<file path="config.mk">
export PLATFORM = sky130hd
export DESIGN_NAME = fifo_block_sched
export DESIGN_NICKNAME = d
export VERILOG_FILES = /design/src/rtl/aes_fifo_pkg.sv /design/src/rtl/fifo_occ_counter.sv /design/src/rtl/fifo_block_sched.sv
export SDC_FILE = /design/constraint.sdc
export NUM_CORES = 1
export LEC_CHECK = 0
export ABC_AREA = 1
export CAP_MARGIN = 40
export CORE_MARGIN = 8
export CORE_UTILIZATION = 35
export DETAILED_ROUTE_END_ITERATION = 16
export PLACE_DENSITY_LB_ADDON = 0.12
export SLEW_MARGIN = 15
export SYNTH_ARGS = -nofsm -noshare
export SYNTH_HDL_FRONTEND = slang
export SYNTH_SLANG_ARGS = --single-unit
</file>
<file path="constraint.sdc">
create_clock -name clk -period 7.25 [get_ports clk]
set_input_delay 1.45 -clock clk [delete_from_list [all_inputs] [get_ports clk]]
set_output_delay 1.45 -clock clk [all_outputs]
set_load 0.1 [all_outputs]
</file>
<file path="src/rtl/aes_fifo_pkg.sv">
// Shared defaults and state encoding for the USB-RX to AES block scheduler.
package aes_fifo_pkg;

  localparam int DEF_NUMBITS     = 8;
  localparam int DEF_DEPTH       = 64;
  localparam int DEF_BLOCK_BYTES = 16;

  typedef enum logic [1:0] {
    IDLE = 2'd0,
    LOAD = 2'd1,
    PAD  = 2'd2,
    HOLD = 2'd3
  } state_t;

endpackage

</file>
<file path="src/rtl/fifo_occ_counter.sv">
// Saturating up/down counter that mirrors the external FIFO's fill level.
module fifo_occ_counter #(
  parameter int W   = 7,
  parameter int MAX = 63
) (
  input  logic         clk,
  input  logic         rst,
  input  logic         inc,
  input  logic         dec,
  output logic [W-1:0] count
);

  localparam logic [W-1:0] MAX_CNT = W'(MAX);

  always_ff @(posedge clk or posedge rst) begin
    if (rst) begin
      count <= '0;
    end else if (inc && !dec && count != MAX_CNT) begin
      count <= count + 1'b1;
    end else if (dec && !inc && count != '0) begin
      count <= count - 1'b1;
    end
  end

endmodule

</file>
<file path="src/rtl/fifo_block_sched.sv">
// Pulls USB RX bytes through an external FIFO and assembles them into
// fixed-size AES blocks, zero-padding the tail block at end of packet.
module fifo_block_sched
  import aes_fifo_pkg::*;
#(
  parameter int NUMBITS     = DEF_NUMBITS,
  parameter int DEPTH       = DEF_DEPTH,
  parameter int BLOCK_BYTES = DEF_BLOCK_BYTES
) (
  input  logic                           clk,
  input  logic                           rst,
  input  logic                           rx_valid,
  input  logic [NUMBITS-1:0]             rx_data,
  input  logic                           rx_eop,
  output logic                           rx_ready,
  output logic                           fifo_w_enable,
  output logic [NUMBITS-1:0]             fifo_w_data,
  output logic                           fifo_r_enable,
  input  logic [NUMBITS-1:0]             fifo_r_data,
  input  logic                           fifo_empty,
  input  logic                           fifo_full,
  output logic                           blk_valid,
  output logic [NUMBITS*BLOCK_BYTES-1:0] blk_data,
  output logic [4:0]                     blk_pad,
  input  logic                           blk_ack,
  output logic [6:0]                     occupancy
);

  localparam int             CNT_W   = $clog2(BLOCK_BYTES + 1);
  localparam logic [CNT_W-1:0] BLK_CNT = CNT_W'(BLOCK_BYTES);
  localparam logic [CNT_W-1:0] LAST_CNT = CNT_W'(BLOCK_BYTES - 1);
  localparam logic [6:0]     BLK_OCC = 7'(BLOCK_BYTES);

  state_t             state, state_nxt;
  logic               flush_pend;
  logic [CNT_W-1:0]   byte_cnt;
  logic               last_byte;

  // rx_ready is forced low while reset is asserted, not just after it.
  assign rx_ready      = !rst && !fifo_full && !flush_pend;
  assign fifo_w_enable = rx_valid && rx_ready;
  assign fifo_w_data   = rx_data;
  assign fifo_r_enable = (state == LOAD) && !fifo_empty;
  assign blk_valid     = (state == HOLD);
  assign last_byte     = fifo_r_enable && (byte_cnt == LAST_CNT);

  fifo_occ_counter #(
    .W   (7),
    .MAX (DEPTH - 1)
  ) u_occ (
    .clk   (clk),
    .rst   (rst),
    .inc   (fifo_w_enable),
    .dec   (fifo_r_enable),
    .count (occupancy)
  );

  always_ff @(posedge clk or posedge rst) begin
    if (rst) begin
      state <= IDLE;
    end else begin
      state <= state_nxt;
    end
  end

  always_comb begin
    state_nxt = state;
    case (state)
      IDLE: begin
        if (occupancy >= BLK_OCC || (flush_pend && occupancy != '0)) begin
          state_nxt = LOAD;
        end
      end
      LOAD: begin
        if (last_byte) begin
          state_nxt = HOLD;
        end else if (flush_pend && fifo_empty && byte_cnt < BLK_CNT) begin
          state_nxt = PAD;
        end
      end
      PAD:  state_nxt = HOLD;
      HOLD: begin
        if (blk_ack) begin
          state_nxt = IDLE;
        end
      end
      default: state_nxt = IDLE;
    endcase
  end

  // End-of-packet latch: blocks further RX until the tail block has drained.
  always_ff @(posedge clk or posedge rst) begin
    if (rst) begin
      flush_pend <= 1'b0;
    end else if (fifo_w_enable && rx_eop) begin
      flush_pend <= 1'b1;
    end else if (state == IDLE && occupancy == '0) begin
      flush_pend <= 1'b0;
    end else if (state == HOLD && blk_ack && occupancy == '0) begin
      flush_pend <= 1'b0;
    end
  end

  // Byte slot i lives at the i-th byte from the MSB end of blk_data.
  always_ff @(posedge clk or posedge rst) begin
    if (rst) begin
      byte_cnt <= '0;
      blk_data <= '0;
      blk_pad  <= '0;
    end else begin
      case (state)
        LOAD: begin
          if (fifo_r_enable) begin
            for (int i = 0; i < BLOCK_BYTES; i++) begin
              if (byte_cnt == CNT_W'(i)) begin
                blk_data[(BLOCK_BYTES-1-i)*NUMBITS +: NUMBITS] <= fifo_r_data;
              end
            end
            byte_cnt <= byte_cnt + 1'b1;
            if (last_byte) begin
              blk_pad <= '0;
            end
          end
        end
        PAD: begin
          for (int i = 0; i < BLOCK_BYTES; i++) begin
            if (CNT_W'(i) >= byte_cnt) begin
              blk_data[(BLOCK_BYTES-1-i)*NUMBITS +: NUMBITS] <= '0;
            end
          end
          blk_pad <= 5'(BLK_CNT - byte_cnt);
        end
        HOLD: begin
          if (blk_ack) begin
            byte_cnt <= '0;
          end
        end
        default: ;
      endcase
    end
  end

endmodule

</file>
### Yosys cells after proc, flatten, opt, wreduce, memory -nomap -nowiden

Cells that the tools add are included.

| cells by class | value |
|---|---|
| reduce and logical (&&, ||, !) cells | 50 |
| mux-type cells | 50 |
| equal/unequal tests | 56 |
| $add $sub $neg | 4 |
| magnitude comparators | 18 |

Operator list:

| cell | count |
|---|---|
| 8-bit 2-to-1 mux | 32 |
| 128-bit case mux with 2 select lines | 1 |
| 128-bit 2-to-1 mux | 1 |
| 4-bit AND reduction | 16 |
| 5-bit by 4-bit == test with 1-bit output, second input constant | 8 |
| 4-bit by 5-bit >= comparator with 1-bit output, first input constant | 8 |
| 2-bit != test, second input constant | 19 |
| 2-bit by 1-bit != test with 1-bit output, second input constant | 17 |
| 5-bit by 3-bit == test with 1-bit output, second input constant | 4 |
| 3-bit by 5-bit >= comparator with 1-bit output, first input constant | 4 |
| 5-bit 2-to-1 mux | 4 |
| 5-bit case mux with 2 select lines | 2 |
| 1-bit logical AND | 16 |
| 7-bit 2-to-1 mux | 2 |
| 5-bit by 2-bit == test with 1-bit output, second input constant | 2 |
| 1-bit by 5-bit >= comparator with 1-bit output, first input constant | 2 |
| 2-bit by 5-bit >= comparator with 1-bit output, first input constant | 2 |
| 3-bit AND reduction | 3 |
| 2-bit 2-to-1 mux | 4 |
| 2-bit case mux with 4 select lines | 1 |
| 7-bit by 1-bit adder with 7-bit output, second input constant | 1 |
| 7-bit by 5-bit >= comparator with 1-bit output, second input constant | 1 |
| 7-bit logical NOT | 1 |
| 7-bit by 6-bit != test with 1-bit output, second input constant | 1 |
| other kinds (16) | 26 |

| storage, ports and cells | value |
|---|---|
| input port bits | 23 |
| output and inout bits | 152 |
| register bits | 148 |
| word-level logic and storage cells | 199 |

### Logic depth before layout (Yosys ltp)

| logic depth | value |
|---|---|
| word-level depth | 9 |
| mapped depth | 17 |
| depth with buffers taken out | 16 |

### By module

From an unflattened synthesis, not the netlist that was laid out.

| unflattened totals | value |
|---|---|
| cell total of the unflattened synthesis | 764 |
| area, all modules | 6,812.8 um^2 |

Modules (own cells, without submodules):

| module | times used | area an instance (um^2) | seq. area each (um^2) | cells an instance |
|---|---|---|---|---|
| fifo_block_sched | 1 | 6,202.2 | 3,528.4 | 680 |
| fifo_occ_counter | 1 | 610.6 | 175.2 | 84 |

### Worst setup path after synthesis

No wires, ideal clock.

| timing path | value |
|---|---|
| path type | input -> output |
| from | input port rst |
| to | output port fifo_w_enable |
| stages | 3 |
| buffers on the path | 0 |
| arrival | 5.757 ns |
| setup slack | 0.043 ns |
| required time | 5.800 ns |
| path through | inv_1 > nand3_1 > inv_1 |

| between the ends | value |
|---|---|
| cells in the longest elaborated chain, start to end | 4 |

RTL lines:

| what | RTL line | text |
|---|---|---|
| start, declared | fifo_block_sched.sv:11 | `input logic rst,` |
| 1-bit logical NOT (no source line) | - |  |
| 1-bit logical AND (2 in a row) | fifo_block_sched.sv:40 | `assign rx_ready = !rst && !fifo_full && !flush_pend;` |
| 1-bit logical AND | fifo_block_sched.sv:41 | `assign fifo_w_enable = rx_valid && rx_ready;` |
| end, declared | fifo_block_sched.sv:16 | `output logic fifo_w_enable,` |

Every way passes these cells.

### Worst setup path in the final report

Same ends and word-level chain as after synthesis.

==> out/results.ini <==
[worst_hold_path]
hold_depth = 2
min_path_type = reg2reg
hp-start = blk_data[74]
hold_path_end = blk_data[74]

[floorplan]
pin_count = 175
initial_core_util_pct = 35.4
die-area_um2 = 23400
die_w_um = 153
core_um2 = 18600
die-height_um = 153
num_rows = 50

[synthesis]
syn-instance-count = 743
synth_top_family_by_area = simple AND/OR/NAND/NOR gates
synth_fa_ha_area_share_pct = 3.16
synth-compound-area-share_pct = 11.4
synth_cell_types = 31
synth-seq-cells = 148
synth-simple-area-share_pct = 22.8
synth_seq_area_share_pct = 56.3
syn_nets = 782
ys_warn_count = 0
syn_area_um2 = 6580
synth_mux_area_share_pct = 0
avgSynthCellArea_um2 = 8.85
synth_xor_area_share_pct = 0.666

[timing]
slew_violations = 0
hold_viol_final = 0
period_share_pct = 68.2
fmax_mhz = 202
rsz0062_at_grt = false
fin_skew_ns = 0.00743
worstMarginPinSlew_ns = 0.792
worst_slack_ns = 2.31
setup_violations = 0
slew_headroom_pct = 47.1
fin_setup_tns_ns = 0
period_needed_ns = 4.94

[setup_path]
crit_top_cell = clkdlybuf4s50_1
r2r-end = u_occ.count[6]
crit_fanout = 77
startpoint_type = input port
cp.buffers_inverters = 5
r2r-start = state[1]
crit_path_end_kind = output port
crit_family = buffers and inverters
ff2ff_path_depth = 15
slowest_delay_ns = 0.52
cp.arrival_ns = 3.49
cpMaxStageDelayCell = clkdlybuf4s50_1
path_cells = clkdlybuf4s50_1 -> inv_6 -> nand3_1 -> inv_1 -> clkdlybuf4s50_1 -> buf_8
r2r_slack_ns = 4.48
crit_type = in2out
required_ns = 5.80

[layout]
seq_area_um2 = 3700
fin_nets = 1064
instances_no_fill = 1272
area_growth_pct = 67.8
drive_above_1_share_pct = 19.6
insertedDiodeCount = 0
multi_input_area_um2 = 2500
fill_cells = 1539

[cts]
cts_resized = 0
cts_num_sinks = 148
h-tree-depth = 4
cts_tree = yes
postCtsSetupRepairBufs = 0
clk_pin_slew_ns = 0.06
cts_hold_buffers = 0
cts_buffer_depth = 2
numCtsBuffers = 17
root_buffer = clkbuf_16
clk_latency_ns = 0.41

[global_route]
grt_max_degree = 78
grt_pass1_wl_mm = 35.1
track_usage_pct = 18.5
grt_pass1_vias = 6520
grt_overflow = 0
antenna_found_initial = 0

[placed_design]
place_congestion = 0.853
port_buffers = 158
pre_cts_slack_ns = 2.21
dp_cells = 1240
dp_hpwl_mm = 15.5

[route]
drtPass1Iterations = 5
drc_errors = 0
drtAntennaViolNets = 0
drtIter0Drc = 406
wl_mm = 21.2
wire_per_inst_um = 16.6
dr_total_vias = 6201
viasPerCell = 4.88

[status]
status = finished, final reports clean

[run]
maxCapViolations = 0

## layout by cell type, fill, tap and decap left out, types with 2 or more instances in the layout
cell             instances
inv_6                    6
nor2_1                  24
a21oi_1                 10
xnor2_1                  3
buf_8                  141
clkinvlp_4               3
nand2_1                252
clkdlybuf4s50_1        158
o21ai_2                  2
nand4_1                 30
nand2_2                 10
nor2_2                   2
nor3_1                   3
inv_2                    3
ha_1                    15
o21ai_1                 73
buf_16                   4
o211ai_1                 2
o211ai_2                 2
inv_8                    2
nand3_1                 32
o31ai_1                  4
clkbuf_16               17
xor2_1                   2
dfrtp_1                148
inv_1                   30
buf_4                    2
clkinv_4                 2
o21ai_0                 46
## area by class of cell
class                      count  share of cell area, %
clock buffer                  18                   3.98
clock inverter                14                   1.28
inverter                      35                   1.26
multi-input combinational    518                   22.7
sequential                   148                   33.5
tap                          234                   2.65
timing repair buffer         305                   34.6
## how the worst max path moves through the flow
| stage | start | to | cells after the start |
|---|---|---|---|
| 3_5_place_dp | rst | fifo_w_enable | 6 |
| 3_3_place_gp | rst | fifo_w_enable | 5 |
| 5_1_grt | rst | fifo_w_enable | 6 |
| 2_1_floorplan | rst | fifo_w_enable | 3 |
| 4_1_cts | rst | fifo_w_enable | 6 |
| 6_report | rst | fifo_w_enable | 6 |
## flip-flops by register name (all words and copies together), names as in the netlist
register     flops
blk_data       128
byte_cnt         5
u_occ.count      7
blk_pad          5
flush_pend       1
state            2
## worst register-to-register path, cell delays in order (launching register included)
cell	delay, ns
dfrtp_1	0.43
inv_1	0.11
ha_1	0.43
nand2_2	0.16
inv_1	0.18
nor2_1	0.08
nand2_1	0.27
ha_1	0.35
nand2_1	0.14
inv_1	0.06
nand2_1	0.09
nand3_1	0.08
nand2_1	0.09
nand3_1	0.09
nand2_1	0.07
nand2_1	0.05
## metal layers
layer,wire [um],track usage (%),up-vias
li1,-,-,3010
met3,919,3.61,25
met5,0,0,-
met1,9220,22.5,2989
met4,315,5.94,0
met2,10700,32.4,177
## kinds of logic after synthesis
family,count (synthesis)
flops,148
simple gates,356
compound gates,141
fa+ha+maj,16
xor+xnor,5
buf+inv,77
## per-stage QoR
| stage | hold WS, ns | instance area [um^2] | util (%) |
|---|---|---|---|
| CTS | 0.478 | 11000 | 59.4 |
| global placement | 0.463 | 8230 | 44.3 |
| detailed placement | 0.462 | 10500 | 56.3 |
| finish | 0.474 | 11000 | 59.4 |
| floorplan | 0.509 | 6580 | - |
| global route | 0.500 | 11000 | 59.4 |
## cells in the mapped netlist
| master | count | area [um^2] |
|---|---|---|
| buf_2 | 18 | 90.1 |
| o211ai_1 | 2 | 15.0 |
| nor3_1 | 3 | 15.0 |
| o211ai_2 | 2 | 25.0 |
| inv_1 | 31 | 116 |
| nand4_1 | 30 | 188 |
| xor2_1 | 2 | 17.5 |
| nor3_2 | 1 | 10.0 |
| nand2_2 | 10 | 62.6 |
| inv_4 | 1 | 6.26 |
| nand2_1 | 252 | 946 |
| nand3_1 | 32 | 160 |
| a21oi_1 | 10 | 50.1 |
| nor2_4 | 1 | 11.3 |
| inv_2 | 3 | 11.3 |
| or2_2 | 1 | 6.26 |
| o31ai_1 | 4 | 30.0 |
| o21ai_1 | 73 | 365 |
| buf_1 | 4 | 15.0 |
| o21bai_1 | 1 | 7.51 |
| dfrtp_1 | 148 | 3700 |
| o21ai_0 | 46 | 230 |
| o21ai_2 | 2 | 17.5 |
| a21boi_0 | 1 | 7.51 |
| buf_4 | 16 | 120 |
| nor2_2 | 2 | 12.5 |
| nor2_1 | 24 | 90.1 |
| clkbuf_1 | 4 | 15.0 |
| fa_1 | 1 | 20.0 |
| ha_1 | 15 | 188 |
| xnor2_1 | 3 | 26.3 |
Power is not shown: default switching activity piles up to over one toggle a cycle in this logic, so the estimate is an artifact.
